$ cat config.mk
export PLATFORM = sky130hd
export DESIGN_NAME = fir_rom_sequencer
export DESIGN_NICKNAME = d
export VERILOG_FILES = /design/src/rtl/fir_ctrl_pkg.sv /design/src/rtl/fir_rom_sequencer.sv
export SDC_FILE = /design/constraint.sdc
export NUM_CORES = 1
export LEC_CHECK = 0
export CORE_MARGIN = 2
export CORE_UTILIZATION = 36
export CTS_CLUSTER_DIAMETER = 50
export DETAILED_ROUTE_END_ITERATION = 6
export GPL_ROUTABILITY_DRIVEN = 0
export PLACE_DENSITY = 0.61
export SYNTH_ARGS = -nofsm -noshare
export SYNTH_HDL_FRONTEND = slang
export SYNTH_SLANG_ARGS = --single-unit
$ cat constraint.sdc
create_clock -name i_clk -period 4.49 [get_ports i_clk]
set_input_delay 0.449 -clock i_clk [delete_from_list [all_inputs] [get_ports i_clk]]
set_output_delay 0.449 -clock i_clk [all_outputs]
set_load 0.02 [all_outputs]
$ cat src/rtl/fir_ctrl_pkg.sv
//------------------------------------------------------------------------------
// fir_ctrl_pkg : shared state encoding and defaults for the FIR sample sequencer
// Revision     : 1.0
//------------------------------------------------------------------------------
`default_nettype none

package fir_ctrl_pkg;

   typedef enum logic [2:0] {
      ST_IDLE  = 3'd0,
      ST_CLEAR = 3'd1,
      ST_RUN   = 3'd2,
      ST_DRAIN = 3'd3,
      ST_DONE  = 3'd4
   } state_e;

   localparam int CLR_CYCLES_DEFAULT = 16;

endpackage

`default_nettype wire

$ cat src/rtl/fir_rom_sequencer.sv
//------------------------------------------------------------------------------
// fir_rom_sequencer : replays a frame from the mu/mic sample memories into the
//                     adaptive FIR, clearing the filter before each run
// Revision          : 1.0
//------------------------------------------------------------------------------
`default_nettype none

module fir_rom_sequencer
   import fir_ctrl_pkg::*;
#(
   parameter int NB_DEPTH   = 14,
   parameter int CLR_CYCLES = CLR_CYCLES_DEFAULT,
   parameter int NB_FRAME   = 8
) (
   input  logic                i_clk,
   input  logic                i_rst,
   input  logic                i_start,
   input  logic                i_stop,
   input  logic                i_loop,
   input  logic [NB_DEPTH-1:0] i_last_addr,
   output logic [NB_DEPTH-1:0] o_addr,
   output logic                o_rd_en,
   output logic                o_valid,
   output logic                o_fir_rst,
   output logic                o_busy,
   output logic                o_done,
   output logic [NB_FRAME-1:0] o_frame_cnt
);

   localparam int                NB_CLR   = $clog2(CLR_CYCLES + 1);
   localparam logic [NB_CLR-1:0] CLR_LOAD = NB_CLR'(CLR_CYCLES);

   state_e              state_q, state_d;
   logic [NB_CLR-1:0]   clr_q, clr_d;
   logic [NB_DEPTH-1:0] last_q, last_d;
   logic [NB_DEPTH-1:0] addr_q, addr_d;
   logic [NB_FRAME-1:0] frame_q, frame_d;
   logic                rd_en_q, valid_q, fir_rst_q, busy_q, done_q;
   logic                frame_end;

   assign frame_end = (addr_q == last_q);

   always_comb begin
      state_d = state_q;
      clr_d   = clr_q;
      last_d  = last_q;
      addr_d  = addr_q;
      frame_d = frame_q;
      case (state_q)
         ST_IDLE: begin
            if (i_start && !i_stop) begin
               last_d  = i_last_addr;
               frame_d = '0;
               clr_d   = CLR_LOAD;
               addr_d  = '0;
               state_d = ST_CLEAR;
            end
         end
         ST_CLEAR: begin
            if (i_stop) begin
               clr_d   = '0;
               state_d = ST_DONE;
            end else if (clr_q <= NB_CLR'(1)) begin
               clr_d   = '0;
               addr_d  = '0;
               state_d = ST_RUN;
            end else begin
               clr_d = clr_q - NB_CLR'(1);
            end
         end
         ST_RUN: begin
            // A stop that lands on the frame's last address still counts the frame
            if (frame_end) begin
               if (frame_q != '1) frame_d = frame_q + NB_FRAME'(1);
               if (i_loop && !i_stop) addr_d  = '0;
               else                   state_d = ST_DRAIN;
            end else if (i_stop) begin
               state_d = ST_DRAIN;
            end else begin
               addr_d = addr_q + NB_DEPTH'(1);
            end
         end
         ST_DRAIN: state_d = ST_DONE;
         ST_DONE:  state_d = ST_IDLE;
         default:  state_d = ST_IDLE;
      endcase
   end

   // Outputs are decoded from the next state so every port comes straight off a flop
   always_ff @(posedge i_clk) begin
      if (i_rst) begin
         state_q   <= ST_IDLE;
         clr_q     <= '0;
         last_q    <= '0;
         addr_q    <= '0;
         frame_q   <= '0;
         rd_en_q   <= 1'b0;
         valid_q   <= 1'b0;
         fir_rst_q <= 1'b1;
         busy_q    <= 1'b0;
         done_q    <= 1'b0;
      end else begin
         state_q   <= state_d;
         clr_q     <= clr_d;
         last_q    <= last_d;
         addr_q    <= addr_d;
         frame_q   <= frame_d;
         rd_en_q   <= (state_d == ST_RUN);
         valid_q   <= rd_en_q;
         fir_rst_q <= (state_d == ST_IDLE) || (state_d == ST_CLEAR) || (state_d == ST_DONE);
         busy_q    <= (state_d != ST_IDLE);
         done_q    <= (state_d == ST_DONE);
      end
   end

   assign o_addr      = addr_q;
   assign o_rd_en     = rd_en_q;
   assign o_valid     = valid_q;
   assign o_fir_rst   = fir_rst_q;
   assign o_busy      = busy_q;
   assign o_done      = done_q;
   assign o_frame_cnt = frame_q;

endmodule

`default_nettype wire

==> reports/qor.yml <==
power:
  p_clk_share_pct: 36.7
  p_int_uw: 676
  power_density_nw_per_um2: 292
  power_switching_uw: 226
  p_seq_share_pct: 50.7
  swShare_pct: 25.0
  ir_drop_uv: 111
  p_comb_share_pct: 12.6
  power_uw: 901
  leakage_nw: 1.17
clocking:
  cts_buffer_depth: 2
  cts_root_buffer: "clkbuf_8"
  cts_tree: "done"
  clk_latency_ps: 310
  cts_made_buffers: 5
  hold_buffers: 0
  cts_num_sinks: 49
  post-cts-setup-buffers: 0
  htree_levels: 2
  post_cts_resized: 0
  path_clk_slew_ps: 90
worst_setup_path:
  cp_max_fo: 17
  worstPathArrival_ps: 2780
  required_ps: 4730
  rr_endpoint: "o_addr[8]"
  crit_path_start_kind: "primary input"
  reg2reg_from: "state_q[0]"
  crit_chain: "clkdlybuf4s50_1, nor2_1, nand3_1, nand2_1, nand2_4, or3_1, a21oi_1"
  end_kind: "register"
  slowest_stage: "clkdlybuf4s50_1"
  crit_type: "in -> reg"
  reg2reg_depth: 6
  regToRegSetupSlack_ps: 2170
  max_stage_delay_ps: 550
synth:
  async_flop_share_pct: 0
  synth_commonest_cells: "dfxtp_1, nand2_1, nor2_1, xor2_1, a21oi_1"
  syn-num-nets: 312
  ys_types: 49
  synth_seq_cells: 49
  yosysSeqAreaShare_pct: 39.6
  ys.flop_type: "dfxtp_1"
  yosysTopAreaCellShare_pct: 39.6
  yosys.cell_count.top_type: "dfxtp_1"
  synth-edff-count: 0
  syn_inst: 289
  avgSynthCellArea_um2: 8.57
  yosysWarningCount: 0
  synthesis.area_um2: 2480
  yosysTopAreaCell: "dfxtp_1"
  synthTopCellsByArea: "dfxtp_1, xor2_1, nand2_1"
route:
  vias: 2127
  dr.first_iter.drc_count: 115
  drc_errors: 0
  wl_per_cell_um: 13.4
  first_pass_iters: 4
  wirelength_mm: 5.52
  ant_nets: 0
  viasPerCell: 5.18
sta:
  final_min_period_over_clock_period_pct: 56.4
  hold_violations: 0
  fmax_ghz: 0.395
  finalSetupViolCount: 0
  fin_setup_tns_ps: 0
  clock_skew_ps: 5.06
  worst_slew_pin_slew_ps: 825
  rsz0062_at_grt: "no"
  drv_slew: 0
  whs_ps: 466
  relSlewSlack_pct: 45.0
  min_period_ps: 2530
global_routing:
  grt_overflow: 0
  grt_max_degree: 34
  grt_antenna_before_repair: 0
  grt_pass1_vias: 1894
  grt_usage_pct: 15.6
  grt_pass1_wl_mm: 9.38
cells_and_area:
  fin_cells: 411
  fillers: 650
  antenna_cells: 0
  area_delta_synth_final_pct: 24.6
  layout-drive-gt1-share_pct: 9.06
  num-nets-final: 353
run_status:
  outcome: "completed"
flow_run:
  max_cap_violations: 0
die:
  io_pins: 46
  die_y_um: 87.0
  die_w_um: 87.0
  dieArea_um2: 7560
  coreArea_um2: 6720
  rows: 30
  start_util_pct: 36.9
place:
  placed_cells: 403
  portBuffers: 45
  dp_hpwl_mm: 4.05
worst_hold_path:
  holdCritStartpoint: "o_rd_en"
  hold_end: "o_valid"
  hp-class: "reg -> reg"
  min_path_cells: 1
## worst max-delay path: cells and delay by family
kind / cells / cell delay, ps
and+or+nand+nor: 5 / 1650
buffers and inverters: 1 / 550
AOI/OAI and AO/OA: 1 / 130
## worst max path at each step
stage,start,to,slack (ps),cells after the start
finish,i_stop,o_frame_cnt[4],1960,7
global placement,i_stop,o_frame_cnt[4],1710,7
floorplan,o_addr[4],o_frame_cnt[4],2610,6
detailed placement,i_stop,o_frame_cnt[4],1640,7
global route,i_stop,o_frame_cnt[4],1660,7
CTS,i_stop,o_frame_cnt[4],1970,7
## per-layer routing
| layer | global-route usage, % | wire [µm] |
|---|---|---|
| met5 | 0 | 0 |
| met4 | 5.11 | 37 |
| met3 | 2.94 | 190 |
| met2 | 23.6 | 2520 |
| met1 | 22.2 | 2780 |
## cell type report
type / instances / area (µm²) / area share (%)
sequential: 49 / 981 / 31.8
timing repair buffer: 46 / 458 / 14.8
tap: 80 / 100 / 3.24
clock inverter: 2 / 37.5 / 1.22
multi-input combinational: 220 / 1400 / 45.3
inverter: 8 / 30.0 / 0.972
clock buffer: 6 / 82.6 / 2.67
## logic make-up (layout without fill, tap and decap cells)
kind of cell               after synthesis  in the layout  synth area share (%)
xor gates and xnor gates                30             30                  10.6
muxes                                    2              2                 0.859
and+or+nand+nor                        135            135                  30.9
AOI/OAI and AO/OA                       49             49                  12.1
buffers and inverters                   20             62                  3.94
DFF                                     49             49                  39.6
adders and majority gates                4              4                  2.02
## power by group through the flow
stage	clock network, mW	logic (mW)	registers (mW)
final	0.331	0.113	0.457
after global routing	0.353	0.128	0.459
after CTS	0.339	0.114	0.457
after detailed placement	0	0.114	0.467
after global placement	0	0.113	0.467
after floorplan	0	0.0757	0.467
## sequential cells by signal (all words and copies together), names as in the netlist
| signal | cells |
|---|---|
| clr_q | 5 |
| last_q | 14 |
| o_addr | 14 |
| o_busy | 1 |
| o_done | 1 |
| o_fir_rst | 1 |
| o_frame_cnt | 8 |
| o_rd_en | 1 |
| o_valid | 1 |
| state_q | 3 |
## stage by stage
step | area, µm² | worst slack (ps) | util [%]
2_1_floorplan | 2480 | 2610 | -
6_report | 3090 | 1960 | 46.0
4_1_cts | 3090 | 1970 | 46.0
3_5_place_dp | 2970 | 1640 | 44.2
5_1_grt | 3090 | 1660 | 46.0
3_3_place_gp | 2970 | 1710 | 44.2
## cell usage in the layout (no fill, tap or decap), drive strengths merged, types with 2 or more instances in the layout
cell type      count
xnor2              2
nor4               8
nor3b              2
inv                8
nand2b             2
nor4b              2
and3               9
or3                2
ha                 4
o21ai             11
clkdlybuf4s50     45
nor2b              3
clkbuf             6
nor2              29
nor3               6
o21a               2
a211oi             2
a41o               2
a22oi              2
xor2              28
a31oi              2
nand4              9
and2               2
o31a               2
nand2             37
nand3             20
a21oi             22
dfxtp             49
No activity file was read; power rests on OpenSTA's default activity.
